$ cat src/rtl/sixty_sec_timer.sv
// ============================================================================
// Module   : sixty_sec_timer
// Brief    : BCD countdown timer with start/pause/clear control, paced by a
//            synchronized ~1 Hz slow_clk.
// Revision : 1.0 - initial release
// ============================================================================
`default_nettype none

module sixty_sec_timer #(
  parameter int unsigned START_SECS = 60
) (
  input  logic       clk,
  input  logic       reset,
  input  logic       slow_clk,
  input  logic       start,
  input  logic       pause,
  input  logic       clear,
  output logic [3:0] tens,
  output logic [3:0] ones,
  output logic       running,
  output logic       paused,
  output logic       done,
  output logic       expired
);

  localparam logic [3:0] C_TENS = 4'(START_SECS / 10);
  localparam logic [3:0] C_ONES = 4'(START_SECS % 10);

  typedef enum logic [1:0] {
    S_IDLE  = 2'd0,
    S_RUN   = 2'd1,
    S_PAUSE = 2'd2,
    S_DONE  = 2'd3
  } state_t;

  state_t     r_state;
  logic [3:0] r_tens;
  logic [3:0] r_ones;
  logic       r_expired;
  logic       r_s1;
  logic       r_s2;
  logic       r_s3;
  logic       w_tick;
  logic       w_last;

  // Two synchronizer stages plus a history flop for rising-edge detection.
  always_ff @(posedge clk or posedge reset) begin
    if (reset) begin
      r_s1 <= 1'b0;
      r_s2 <= 1'b0;
      r_s3 <= 1'b0;
    end else begin
      r_s1 <= slow_clk;
      r_s2 <= r_s1;
      r_s3 <= r_s2;
    end
  end

  assign w_tick = r_s2 & ~r_s3;
  // 01 (or a defensive 00) is the final step; never borrow below zero.
  assign w_last = (r_tens == 4'd0) && (r_ones <= 4'd1);

  always_ff @(posedge clk or posedge reset) begin
    if (reset) begin
      r_state   <= S_IDLE;
      r_tens    <= C_TENS;
      r_ones    <= C_ONES;
      r_expired <= 1'b0;
    end else begin
      r_expired <= 1'b0;
      if (clear) begin
        r_state <= S_IDLE;
        r_tens  <= C_TENS;
        r_ones  <= C_ONES;
      end else begin
        case (r_state)
          S_IDLE: begin
            r_tens <= C_TENS;
            r_ones <= C_ONES;
            if (start && !pause) r_state <= S_RUN;
          end
          S_RUN: begin
            if (pause) begin
              r_state <= S_PAUSE;
            end else if (w_tick) begin
              if (w_last) begin
                r_tens    <= 4'd0;
                r_ones    <= 4'd0;
                r_state   <= S_DONE;
                r_expired <= 1'b1;
              end else if (r_ones != 4'd0) begin
                r_ones <= r_ones - 4'd1;
              end else begin
                r_ones <= 4'd9;
                r_tens <= r_tens - 4'd1;
              end
            end
          end
          S_PAUSE: begin
            if (start && !pause) r_state <= S_RUN;
          end
          S_DONE: begin
            if (start) begin
              r_tens  <= C_TENS;
              r_ones  <= C_ONES;
              r_state <= S_RUN;
            end
          end
          default: r_state <= S_IDLE;
        endcase
      end
    end
  end

  assign tens    = r_tens;
  assign ones    = r_ones;
  assign expired = r_expired;
  assign running = (r_state == S_RUN);
  assign paused  = (r_state == S_PAUSE);
  assign done    = (r_state == S_DONE);

endmodule

`default_nettype wire
$ cat config.mk
export PLATFORM = sky130hd
export DESIGN_NAME = sixty_sec_timer
export DESIGN_NICKNAME = d
export VERILOG_FILES = /design/src/rtl/sixty_sec_timer.sv
export SDC_FILE = /design/constraint.sdc
export NUM_CORES = 1
export LEC_CHECK = 0
export ABC_CLOCK_PERIOD_IN_PS = 3700
export BUFFER_PORTS_ARGS = -buffer_cell sky130_fd_sc_hd__buf_2
export CAP_MARGIN = 20
export CORE_MARGIN = 3
export CORE_UTILIZATION = 56
export DETAILED_ROUTE_END_ITERATION = 6
export PLACE_DENSITY = 0.87
export SYNTH_ARGS = -nofsm -noshare
export SYNTH_HDL_FRONTEND = slang
export SYNTH_SLANG_ARGS = --single-unit
$ cat constraint.sdc
create_clock -name clk -period 3.7 [get_ports clk]
set_input_delay 0.555 -clock clk [delete_from_list [all_inputs] [get_ports clk]]
set_output_delay 0.555 -clock clk [all_outputs]
set_load 0.03 [all_outputs]
# Word level (Yosys, flattened, before mapping)
# Index checks and enable logic that the tools add are counted.
[classes]
n_reduce_logical = 11
n_addsub = 2
div_mod_pow = 0
n_lt_le_gt_ge = 1
multipliers = 0
n_mux = 26
n_eq_ne = 10
n_shift = 0
bitwise_logic = 2
[ops]
columns = ["operator", "count"]
rows = [
  ["$mux 4", 12],
  ["$pmux 4 s3", 2],
  ["$mux 2", 6],
  ["$ne 4x3->1 const B", 2],
  ["$reduce_and 4->1", 2],
  ["$reduce_bool 4->1", 2],
  ["$sub 4x1->4 const B", 2],
  ["$ne 3x3->1 const B", 2],
  ["$pmux 2 s3", 1],
  ["$mux 1", 5],
  ["$reduce_and 5->1", 1],
  ["$eq 2x2->1 const B", 2],
  ["$le 4x1->1 const B", 1],
  ["$logic_not 4->1", 1],
  ["$ne 4x4->1 const B", 1],
  ["$ne 3x1->1 const B", 1],
  ["$ne 3x2->1 const B", 1],
  ["$eq 2x1->1 const B", 1],
  ["$logic_and 1x1->1", 2],
  ["$logic_not 2->1", 1],
  ["$reduce_or 2->1", 1],
  ["$and 1x1->1", 1],
  ["$logic_not 1->1", 1],
  ["$not 1->1", 1],
]
[word_totals]
wordCells = 59
out_inout_bits = 12
ramBits = 0
ff_bits = 14
mem_count = 0
latch_bits = 0
mem_bits_ro = 0
in_bits = 6

# Longest topological paths before layout
[logic_depth]
ltp_word = 7
ltp_mapped = 6
ltp_nobuf = 6

# Worst setup path before layout
# No wires, ideal clock.
[synth_path]
path_type = "register to register"
startpoint = "register r_state[1]"
endpoint = "register r_ones[3], in the netlist ones[3]"
n_path_buf = 0
setup_ps = 147
path_slack_ps = 1726
t_arrival_ps = 1827
path_stages_with_launch = 7
period_less_slack_ps = 1974
required_ps = 3553
cell_sequence = "dfrtp_1 -> inv_1 -> ha_1 -> nand2b_1 -> o211a_1 -> o21ai_0 -> o221ai_1"
[synth_via]
elab_chain_cells = 3
word_cells_on_any_way = 10
classes_between = "eq/ne: 5; mux: 2; reduce/logical: 3"
[synth_lines]
columns = ["item", "line_no", "rtl"]
rows = [
  ["from (decl)", "36", "state_t r_state;"],
  ["from (signal assigned)", "65", "r_state <= S_IDLE;"],
  ["from (signal assigned)", "72", "r_state <= S_IDLE;"],
  ["from (signal assigned)", "80", "if (start && !pause) r_state <= S_RUN;"],
  ["$eq 2x1->1 *", "-", ""],
  ["net running", "20", "output logic running,"],
  ["$ne 3x2->1 (no line) (tied with other cells)", "-", ""],
  ["$reduce_and 4->1 (no line) / $mux 4 (equally long branches)", "-", ""],
  ["to (signal assigned)", "92", "r_ones <= r_ones - 4'd1;"],
  ["to (decl)", "38", "logic [3:0] r_ones;"],
]
# The timed path passes the listed nets; every way through them passes the cells marked *.
# A chain may end at the register's enable or synchronous reset.

# Worst setup path in the final report
[layout_path]
startpoint = "register r_state[1]"
endpoint = "register r_ones[3], in the netlist ones[3]"
[layout_via]
elab_chain_cells = 3
word_cells_on_any_way = 10
classes_between = "eq/ne: 5; mux: 2; reduce/logical: 3"
[layout_lines]
columns = ["item", "line_no", "rtl"]
rows = [
  ["$eq 2x1->1 (tied with other cells)", "76", "case (r_state)"],
  ["$ne 3x2->1 (no line) (tied with other cells)", "-", ""],
  ["$reduce_and 4->1 (no line) / $mux 4 (equally long branches)", "-", ""],
]
# Several ways; a longest one is shown, not always the timed one.

==> insert_results.sql <==
INSERT INTO impl_metrics (metric_group, metric, value, unit) VALUES
('sta', 'setup-violations-final', '0', ''),
('setup_path', 'worst_path_max_delay_cell', 'sky130_fd_sc_hd__dfrtp_1', ''),
('setup_path', 'cp_slowest_stage_delay', '0.41', 'ns'),
('cts', 'clock_slew_at_the_register_clock_pins_of_the_worst_setup_and_hold_paths', '0.09', 'ns'),
('sta', 'max-slew-margin-rel', '0.636', ''),
('yosys', 'yosys_warnings', '0', ''),
('setup_path', 'critical_path.reg2reg.startpoint', 'r_state[1]', ''),
('yosys', 'ys_types', '39', ''),
('global_route', 'globalRouteTotalUtil', '0.213', ''),
('sta', 'finalCritPeriodShare', '0.543', ''),
('sta', 'report.final.slew_viol_count', '0', ''),
('power', 'power.share.switching', '0.504', ''),
('cts', 'htreeDepth', '1', ''),
('route', 'finalWirelength', '1.91', 'mm'),
('cells_and_area', 'num-nets-final', '115', ''),
('die', 'rows', '13', ''),
('job', 'timing.max_cap.violations', '0', ''),
('route', 'drc', '0', ''),
('power', 'p_switching', '0.000454', 'W'),
('power', 'p_int', '0.000446', 'W'),
('route', 'route.detailed.wl_per_inst', '16.4', 'um'),
('setup_path', 'endpoint', 'ones[3]', ''),
('setup_path', 'rr_endpoint', 'ones[3]', ''),
('yosys', 'synth_fp_nets', '94', ''),
('power', 'p_clk_frac', '0.105', ''),
('yosys', 'synthesis.instances', '82', ''),
('cts', 'cts.repair_timing.setup_buffer_count', '0', ''),
('cts', 'cts_max_path_buffers', '2', ''),
('global_route', 'grt_pass1_vias', '751', ''),
('cts', 'insertion_delay', '0.29', 'ns'),
('power', 'power.share.sequential', '0.302', ''),
('cells_and_area', 'area_overhead_vs_synth', '14.5', '%'),
('setup_path', 'required', '3.84', 'ns'),
('yosys', 'largest_family_of_logic_cells_by_synthesized_area', 'compound AO/OA/AOI/OAI gates', ''),
('placed_design', 'gpl.final_weighted_congestion', '0.920', ''),
('global_route', 'pin_count_of_the_biggest_net_entering_global_routing', '15', ''),
('cells_and_area', 'antenna_diode_instance_count', '0', ''),
('cells_and_area', 'most_frequent_standard_cell_in_the_layout_excluding_fill_and_tap_cells', 'sky130_fd_sc_hd__buf_2', ''),
('sta', 'worst_slew_pin_slew', '0.546', 'ns'),
('yosys', 'avgSynthCellArea', '10.6', 'sq um'),
('yosys', 'synth-adder-area-share', '0.0862', ''),
('power', 'power.density_cell_area', '902', 'nW/um^2'),
('yosys', 'synth.top_cell.area_share', '0.345', ''),
('global_route', 'initial_antenna_violation_count', '0', ''),
('setup_path', 'category_of_the_worst_setup_path_capture_point', 'flop', ''),
('sta', 'rsz0062_at_grt', 'false', ''),
('route', 'first_pass_iters', '4', ''),
('setup_path', 'ff2ff_setup_slack', '1.69', 'ns'),
('setup_path', 'setup.worst_path.start_class', 'flop', ''),
('sta', 'max_clock_freq', '497', 'MHz'),
('cells_and_area', 'stdcell_count', '117', ''),
('placed_design', 'place.port_buffers', '17', ''),
('yosys', 'synth_seq_cells', '14', ''),
('die', 'die_height', '45.4', 'um'),
('power', 'leakage_power', '0.460', 'nW'),
('worst_hold_path', 'min_path_type', 'in -> async', ''),
('power', 'ir_drop', '492', 'uV'),
('setup_path', 'critPathLaunch', 'r_state[1]', ''),
('status', 'outcome', 'completed', ''),
('route', 'drt_first_iter_violations', '21', ''),
('global_route', 'grt_overflow_total', '0', ''),
('yosys', 'compound_gate_portion_of_the_synthesized_area', '0.260', ''),
('die', 'floorplan.io_pins', '18', ''),
('setup_path', 'worstSetupPathType', 'reg -> reg', ''),
('power', 'p_comb_frac', '0.593', ''),
('yosys', 'synth_area_leader_cell', 'sky130_fd_sc_hd__dfrtp_1', ''),
('yosys', 'yosys-mux-area-fraction', '0.0244', ''),
('cts', 'numCtsBuffers', '3', ''),
('sta', 'timing.final.crit_period', '2.01', 'ns'),
('yosys', 'synth-seq-area-share', '0.405', ''),
('setup_path', 'timing.critical_path.fanout_max', '7', '');
[flip-flops by register name, indices dropped and copies added, names as in the netlist]
| name | cells |
|---|---|
| r_s1 | 1 |
| tens | 4 |
| r_s2 | 1 |
| ones | 4 |
| expired | 1 |
| r_state | 2 |
| r_s3 | 1 |
[synth_stat cells]
cell type	count
sky130_fd_sc_hd__a21boi_0	1
sky130_fd_sc_hd__a21oi_1	2
sky130_fd_sc_hd__a22o_1	1
sky130_fd_sc_hd__a31o_2	1
sky130_fd_sc_hd__a31oi_1	1
sky130_fd_sc_hd__a32o_1	1
sky130_fd_sc_hd__and3_1	1
sky130_fd_sc_hd__and4_1	1
sky130_fd_sc_hd__clkbuf_1	1
sky130_fd_sc_hd__dfrtp_1	12
sky130_fd_sc_hd__dfstp_2	2
sky130_fd_sc_hd__ha_1	6
sky130_fd_sc_hd__inv_1	7
sky130_fd_sc_hd__mux2_2	1
sky130_fd_sc_hd__mux2i_1	1
sky130_fd_sc_hd__nand2_1	1
sky130_fd_sc_hd__nand2_2	1
sky130_fd_sc_hd__nand2b_1	4
sky130_fd_sc_hd__nor2_1	5
sky130_fd_sc_hd__nor2b_1	4
sky130_fd_sc_hd__nor3_1	2
sky130_fd_sc_hd__nor3b_1	2
sky130_fd_sc_hd__nor4_4	1
sky130_fd_sc_hd__o211a_1	1
sky130_fd_sc_hd__o21a_1	1
sky130_fd_sc_hd__o21ai_0	4
sky130_fd_sc_hd__o21ai_1	1
sky130_fd_sc_hd__o221ai_1	1
sky130_fd_sc_hd__o22ai_1	2
sky130_fd_sc_hd__o2bb2ai_1	2
sky130_fd_sc_hd__o31a_1	1
sky130_fd_sc_hd__o31ai_1	3
sky130_fd_sc_hd__o32a_1	1
sky130_fd_sc_hd__o32ai_4	1
sky130_fd_sc_hd__o41ai_1	1
sky130_fd_sc_hd__o41ai_2	1
sky130_fd_sc_hd__or3_1	1
sky130_fd_sc_hd__or4_1	1
sky130_fd_sc_hd__or4_4	1
[routing by layer]
metal  part of all wire  GRT usage
met5                  0          0
met2               0.44      0.309
met3               0.10     0.0316
met1               0.43      0.295
met4              0.034      0.135
[worst min-delay path by stage]
| stage | to |
|---|---|
| 2_1_floorplan | r_s2 |
| 3_3_place_gp | r_s2 |
| 3_5_place_dp | r_s2 |
| 4_1_cts | r_s1 |
| 5_1_grt | r_s1 |
| 6_report | r_s1 |
[kinds of logic (layout without fill, tap and decap cells)]
kind of cell,Yosys count,count (layout)
fa+ha+maj,6,6
compound gates,27,27
flops,14,14
buf+inv,8,28
mux,2,2
simple gates,25,25
[power by group through the flow]
| stage | logic [W] | registers [W] | clock network (W) |
|---|---|---|---|
| final | 0.000533 | 0.000272 | 0.0000945 |
| after global routing | 0.000579 | 0.000281 | 0.0000992 |
| after CTS | 0.000526 | 0.000270 | 0.0000952 |
| after detailed placement | 0.000520 | 0.000274 | 0 |
| after global placement | 0.000507 | 0.000271 | 0 |
| after floorplan | 0.000350 | 0.000321 | 0 |
[metrics by stage]
stage	total power (W)	utilization	hold slack (ns)	setup WS, ns	area, sq um
global placement	0.000778	0.702	0.335	1.72	971
CTS	0.000892	0.721	0.308	1.72	997
global route	0.000959	0.721	0.331	1.52	997
finish	0.000900	0.721	0.287	1.69	997
detailed placement	0.000794	0.702	0.340	1.69	971
floorplan	0.000671	-	0.331	1.73	871
[critical path: cells and delay by family (launching register included)]
family,cells,cell delay [ns]
DFF,1,0.41
adders and majority gates,1,0.22
and+or+nand+nor,1,0.20
AOI/OAI and AO/OA,3,0.90
buffers and inverters,1,0.12
[final cells by class]
type                            count  area (sq um)
Sequential cell                    14           353
Tap cell                           15          18.8
Inverter                            7          26.3
Clock buffer                        4          26.3
Timing Repair Buffer               17          85.1
Multi-Input combinational cell     60           488
Fill cell                         101           385
Note: power is estimated with default switching activity, not from simulation.
